===== config.mk =====
export PLATFORM = sky130hd
export DESIGN_NAME = alu_mult_seq
export DESIGN_NICKNAME = d
export VERILOG_FILES = /design/src/rtl/alu_pkg.sv /design/src/rtl/alu_mult_seq.sv
export SDC_FILE = /design/constraint.sdc
export NUM_CORES = 1
export LEC_CHECK = 0
export BUFFER_PORTS_ARGS = -buffer_cell sky130_fd_sc_hd__buf_2
export CAP_MARGIN = 0
export CORE_ASPECT_RATIO = 1.1
export CORE_MARGIN = 5
export CORE_UTILIZATION = 25
export CTS_CLUSTER_SIZE = 30
export DETAILED_ROUTE_END_ITERATION = 7
export SLEW_MARGIN = 15
export SYNTH_ARGS = -nofsm -noshare
export SYNTH_HDL_FRONTEND = slang
export SYNTH_SLANG_ARGS = --single-unit

===== constraint.sdc =====
create_clock -name clk -period 1.9 [get_ports clk]
set_input_delay 0.095 -clock clk [delete_from_list [all_inputs] [get_ports clk]]
set_output_delay 0.095 -clock clk [all_outputs]
set_load 0.005 [all_outputs]

===== src/rtl/alu_pkg.sv =====
// Shared ALU definitions: op-select constants used by the core decoder and the
// multiplier sequencer, plus the sequencer state encoding.
package alu_pkg;

    localparam logic [2:0] ALU_AND = 3'd0;
    localparam logic [2:0] ALU_OR  = 3'd1;
    localparam logic [2:0] ALU_ADD = 3'd2;
    localparam logic [2:0] ALU_XOR = 3'd3;
    localparam logic [2:0] ALU_SUB = 3'd4;
    localparam logic [2:0] ALU_SRL = 3'd5;
    localparam logic [2:0] ALU_SLL = 3'd6;
    localparam logic [2:0] ALU_NOR = 3'd7;

    typedef enum logic [1:0] {
        IDLE  = 2'd0,
        ADD   = 2'd1,
        SHIFT = 2'd2,
        DONE  = 2'd3
    } state_t;

endpackage


===== src/rtl/alu_mult_seq.sv =====
// Shift-add multiplier sequencer. Borrows the shared ALU while busy to form the
// low word of a*b: one ADD per set multiplier bit, one SLL of the multiplicand
// per multiplier bit up to the most significant set bit.
module alu_mult_seq
    import alu_pkg::*;
#(
    parameter int WIDTH = 32,
    parameter int CNT_W = 6
) (
    input  logic             clk,
    input  logic             reset_n,
    input  logic             start,
    input  logic [WIDTH-1:0] a_in,
    input  logic [WIDTH-1:0] b_in,
    output logic             busy,
    output logic             done,
    output logic [WIDTH-1:0] product,
    output logic [WIDTH-1:0] alu_a,
    output logic [WIDTH-1:0] alu_b,
    output logic [2:0]       alu_op,
    input  logic [WIDTH-1:0] alu_r
);

    state_t           state_r;
    logic [WIDTH-1:0] acc_r;
    logic [WIDTH-1:0] mcand_r;
    logic [WIDTH-1:0] mplier_r;
    logic [WIDTH-1:0] product_r;
    logic [CNT_W-1:0] cnt_r;
    logic [WIDTH-1:0] mplier_shr_s;
    logic             shift_last_s;

    // Multiplier after this SHIFT step and whether that step is the final one.
    always_comb begin
        mplier_shr_s = mplier_r >> 1;
        if ((mplier_shr_s == {WIDTH{1'b0}}) || (cnt_r == CNT_W'(WIDTH - 1))) begin
            shift_last_s = 1'b1;
        end else begin
            shift_last_s = 1'b0;
        end
    end

    // Status and ALU operand drive, decoded from the current state.
    always_comb begin
        busy   = 1'b1;
        done   = 1'b0;
        alu_op = ALU_AND;
        alu_a  = {WIDTH{1'b0}};
        alu_b  = {WIDTH{1'b0}};
        case (state_r)
            IDLE: begin
                busy = 1'b0;
            end
            ADD: begin
                alu_op = ALU_ADD;
                alu_a  = acc_r;
                alu_b  = mcand_r;
            end
            SHIFT: begin
                alu_op = ALU_SLL;
                alu_a  = mcand_r;
                alu_b  = {{(WIDTH-1){1'b0}}, 1'b1};
            end
            DONE: begin
                done = 1'b1;
            end
            default: begin
                busy = 1'b0;
            end
        endcase
    end

    // Sequencer state and datapath registers. The product is captured on the
    // edge that enters DONE so it is already valid while done is high.
    always_ff @(posedge clk or negedge reset_n) begin
        if (!reset_n) begin
            state_r   <= IDLE;
            acc_r     <= {WIDTH{1'b0}};
            mcand_r   <= {WIDTH{1'b0}};
            mplier_r  <= {WIDTH{1'b0}};
            product_r <= {WIDTH{1'b0}};
            cnt_r     <= {CNT_W{1'b0}};
        end else begin
            case (state_r)
                IDLE: begin
                    if (start) begin
                        mcand_r  <= a_in;
                        mplier_r <= b_in;
                        acc_r    <= {WIDTH{1'b0}};
                        cnt_r    <= {CNT_W{1'b0}};
                        if (b_in == {WIDTH{1'b0}}) begin
                            product_r <= {WIDTH{1'b0}};
                            state_r   <= DONE;
                        end else if (b_in[0]) begin
                            state_r <= ADD;
                        end else begin
                            state_r <= SHIFT;
                        end
                    end else begin
                        state_r <= IDLE;
                    end
                end
                ADD: begin
                    acc_r   <= alu_r;
                    state_r <= SHIFT;
                end
                SHIFT: begin
                    mcand_r  <= alu_r;
                    mplier_r <= mplier_shr_s;
                    cnt_r    <= cnt_r + {{(CNT_W-1){1'b0}}, 1'b1};
                    if (shift_last_s) begin
                        product_r <= acc_r;
                        state_r   <= DONE;
                    end else if (mplier_r[1]) begin
                        state_r <= ADD;
                    end else begin
                        state_r <= SHIFT;
                    end
                end
                DONE: begin
                    state_r <= IDLE;
                end
                default: begin
                    state_r <= IDLE;
                end
            endcase
        end
    end

    assign product = product_r;

endmodule

==> metrics.md <==
| Metric | Value |
|---|---|
| DRC Markers | `0` |
| Vias per cell | `4.77` |
| Crit-path leading delay family | `buffers and inverters` |
| Die X | `171 um` |
| Post-layout util | `41.1%` |
| CTS tree | `yes` |
| Final setup TNS | `-110 ps` |
| Hold path cells | `3` |
| Synth-to-Final Area Change | `61.2%` |
| Antenna Cells | `0` |
| Slew Viols, Final | `0` |
| Die area | `0.0320 mm2` |
| Most common cell on crit path | `buf_12` |
| Max Cap Viol | `0` |
| TritonRoute pass-1 iters | `5` |
| Achievable Freq | `514 MHz` |
| Number of synthesized flops with an enable pin | `0` |
| Hold crit path type | `in2reg` |
| CTS Buf Count | `17` |
| XOR/XNOR Fraction of Synth Area | `0%` |
| #FFs+latches synth | `135` |
| Outcome | `finished with violations` |
| Worst slack at placement | `-48.8 ps` |
| Fin crit share | `102%` |
| Final Hold Fails | `0` |
| Vias | `7035` |
| Synthesized Nets | `882` |
| Root Buffer | `clkbuf_16` |
| CTS H-tree depth | `4` |
| Top Metal Used | `met4` |
| Gate Count Post-Synth | `778` |
| Clk buf depth | `2` |
| Share of layout cells above drive strength 1 | `33.4%` |
| WS Path Type | `reg2out` |
| Main synth FF type | `dfrtp_1` |
| Largest net degree at the start of global routing | `64` |
| Detail Route Antenna Nets | `0` |
| Proportion of synthesized area in mux cells | `8.85%` |
| First-pass GRT wire length | `40000 um` |
| Routed wire length per instance | `18.8 um` |
| Max incr delay on CP | `400 ps` |
| Yosys cell types | `35` |
| Buf/Inv on CP | `4` |
| Final setup viols | `7` |
| Req. time, crit path | `1800 ps` |
| All-layer global routing usage | `15.9%` |
| CP Data Arrival Time | `1850 ps` |
| Layout Skew | `11.6 ps` |
| Nets | `1202` |
| GRT overflow | `0` |
| RSZ-0062 raised after global routing | `true` |
| Routed wire length on met2 | `13800 um` |
| Fin worst setup slack | `-43.7 ps` |
| Post-Synth Simple-Gate Area | `19.4%` |
| Worst R2R Path Depth | `7` |
| Gpl congestion | `0.843` |
| Worst IR Drop VDD | `0.667 mV` |
| Slowest-stage cell, CP | `dfrtp_1` |
| Adder-Cell Fraction of Synth Area | `0.878%` |
| Met3 wire len | `1150 um` |
| Crit path cell chain | `inv_2 -> ha_4 -> buf_12 -> buf_12 -> a22oi_2 -> nor2b_1 -> buf_2` |
| LEAKAGE | `4.95 nW` |
| Compound-gate portion of the synthesized area | `18.6%` |
| Clk slew on worst S/H paths | `60 ps` |
| Worst Setup End Kind | `output port` |
| Worst path depth | `7` |
| Critical Path Fanout Max | `8` |
| PD cells | `1450 mW/mm2` |
| Startpoint types | `flop` |
| HPWL Detailed | `16600 um` |
| Core Area | `0.0279 mm2` |
| Minimum clock period | `1940 ps` |
| Io pins | `200` |
| Row count | `64` |
| Largest family of logic cells by synthesized area | `simple AND/OR/NAND/NOR gates` |
| Clk_lat worst skew | `420 ps` |
| Violated checks | `setup timing` |
| Warnings from Yosys | `0` |
| Syn avg cell area | `9.16 um2` |
| Metal-1 WL | `12000 um` |
| Die height | `187 um` |
| Number of global-route vias before repair | `6864` |
| Initial antenna violation count | `0` |
| Clock sinks | `135` |
| Sequential fraction of the synthesis area | `47.4%` |
| Power after layout | `16.6 mW` |
| Post-Synthesis Cell Area | `0.00712 mm2` |
| Synth async-reset ratio | `100%` |
| Port bufs | `198` |
| Initial DRC Count | `431` |
| Starting Density | `25.5%` |
| Post-Route WL | `27700 um` |
## tightest hold or removal path, delay by kind of cell
family / cells / cell delay (ps)
multiplexers: 1 / 60
AO/OA/AOI/OAI: 1 / 140
buffers and inverters: 1 / 100
## path summary, 6_finish.rpt
kind | from | endpoint | slack (ps)
min in group asynchronous | reset_n | mcand_r[13]$_DFFE_PN0P_ | 140
hold / removal | b_in[2] | mplier_r[2]$_DFFE_PN0P_ | 20
setup reg to reg | mplier_r[4]$_DFFE_PN0P_ | product[13]$_DFFE_PN0P_ | 30
setup / recovery | state_r[0]$_DFF_PN0_ | alu_a[8] | -40
hold reg to reg | mcand_r[17]$_DFFE_PN0P_ | mcand_r[17]$_DFFE_PN0P_ | 500
max in group asynchronous | reset_n | mplier_r[1]$_DFFE_PN0P_ | 1030
## synth_stat cells (2+ instances only)
master      n  area (um2)
a21oi_1     6        30.0
a22oi_1    32         240
and2_1     31         194
buf_1       3        11.3
buf_2      17        85.1
buf_4       6        45.0
buf_6       3        33.8
clkbuf_1   37         139
dfrtp_1   135        3380
ha_1        5        62.6
inv_1       6        22.5
mux2i_1    63         631
nand2_1   166         623
nand3_1    34         170
nand4_1     4        25.0
nor2_1      4        15.0
nor2b_1    33         206
nor3_1      2        10.0
nor4_1     10        62.6
nor4_2      5        62.6
o21ai_0   100         500
o21ai_1    32         160
o2bb2a_1   31         310
or4_1       2        15.0
## cells in the final DEF (no fill, tap or decap), drive strengths merged
| master | Yosys | routed |
|---|---|---|
| o221ai | 1 | 1 |
| bufinv | 0 | 3 |
| mux2i | 63 | 63 |
| a22oi | 32 | 32 |
| o22ai | 1 | 1 |
| nand4 | 4 | 4 |
| or4 | 2 | 2 |
| dfrtp | 135 | 135 |
| clkinv | 1 | 3 |
| o21ai | 132 | 132 |
| nand3 | 34 | 34 |
| clkinvlp | 0 | 3 |
| o31ai | 1 | 1 |
| o2bb2a | 31 | 31 |
| nor3 | 2 | 2 |
| nor2b | 33 | 33 |
| clkbuf | 37 | 32 |
| a21oi | 6 | 6 |
| o32ai | 1 | 1 |
| and2 | 31 | 31 |
| inv | 6 | 11 |
| nor2 | 4 | 4 |
| dlygate4sd3 | 0 | 91 |
| a2bb2oi | 1 | 1 |
| a21o | 1 | 1 |
| buf | 29 | 257 |
| a22o | 1 | 1 |
| dlymetal6s4s | 0 | 1 |
| bufbuf | 0 | 5 |
| ha | 5 | 5 |
| a32o | 1 | 1 |
| o31a | 1 | 1 |
| conb | 1 | 1 |
| nor4 | 15 | 15 |
| nand2 | 166 | 166 |
## timing repair
item | 4_1_cts | 5_1_grt
gates resized for setup | 22 | 71
endpoints found under the hold margin | 204 | 0
setup buffers | 15 | 12
pin swaps | 7 | 34
hold buffers | 92 | 0
gates cloned | 7 | 15
endpoints found under the setup margin | 62 | 91
## per-layer routing
metal | up-vias | track usage [%]
li1 | 3394 | -
met1 | 3406 | 20.7
met2 | 188 | 25.9
met3 | 47 | 3.36
met4 | 0 | 5.79
met5 | - | 0
## through the flow
step           cells  instance area (um2)  hold WS (ps)
2_1_floorplan    778                 7120          -201
3_3_place_gp    1308                 8830          22.3
3_5_place_dp    1308                 8830          19.8
4_1_cts         1454                10800          2.16
5_1_grt         1474                11500          20.5
6_report        1474                11500          17.5
## cell type report
| cell class | count | area, um2 |
|---|---|---|
| clock buffers | 19 | 433 |
| clock inverters | 13 | 170 |
| fillers | 2648 | 16500 |
| inverters | 7 | 26.3 |
| multi-input cells | 570 | 3770 |
| flip-flops and latches | 135 | 3380 |
| well taps | 363 | 454 |
| repair buffers | 367 | 3250 |
## where the power goes
group,leakage (nW),switching (mW),internal (mW)
Clock,0.285,1.36,2.08
Sequential,1.66,1.12,4.10
Combinational,3.01,3.82,4.15
Total,4.95,6.30,10.3
## sequential cells by signal (all words and copies together), names as in the netlist
name,flops
acc_r,32
cnt_r,6
mcand_r,32
mplier_r,31
product,32
state_r,2
## cell families (layout without fill, tap and decap cells)
family                   Yosys count  count (layout)
AO/OA/AOI/OAI                    210             210
flip-flops                       135             135
multiplexers                      63              63
adder cells (fa/ha/maj)            5               5
other                              1               1
AND/OR/NAND/NOR                  291             291
buffers and inverters             73             406
(Power assumes the default switching activity.)
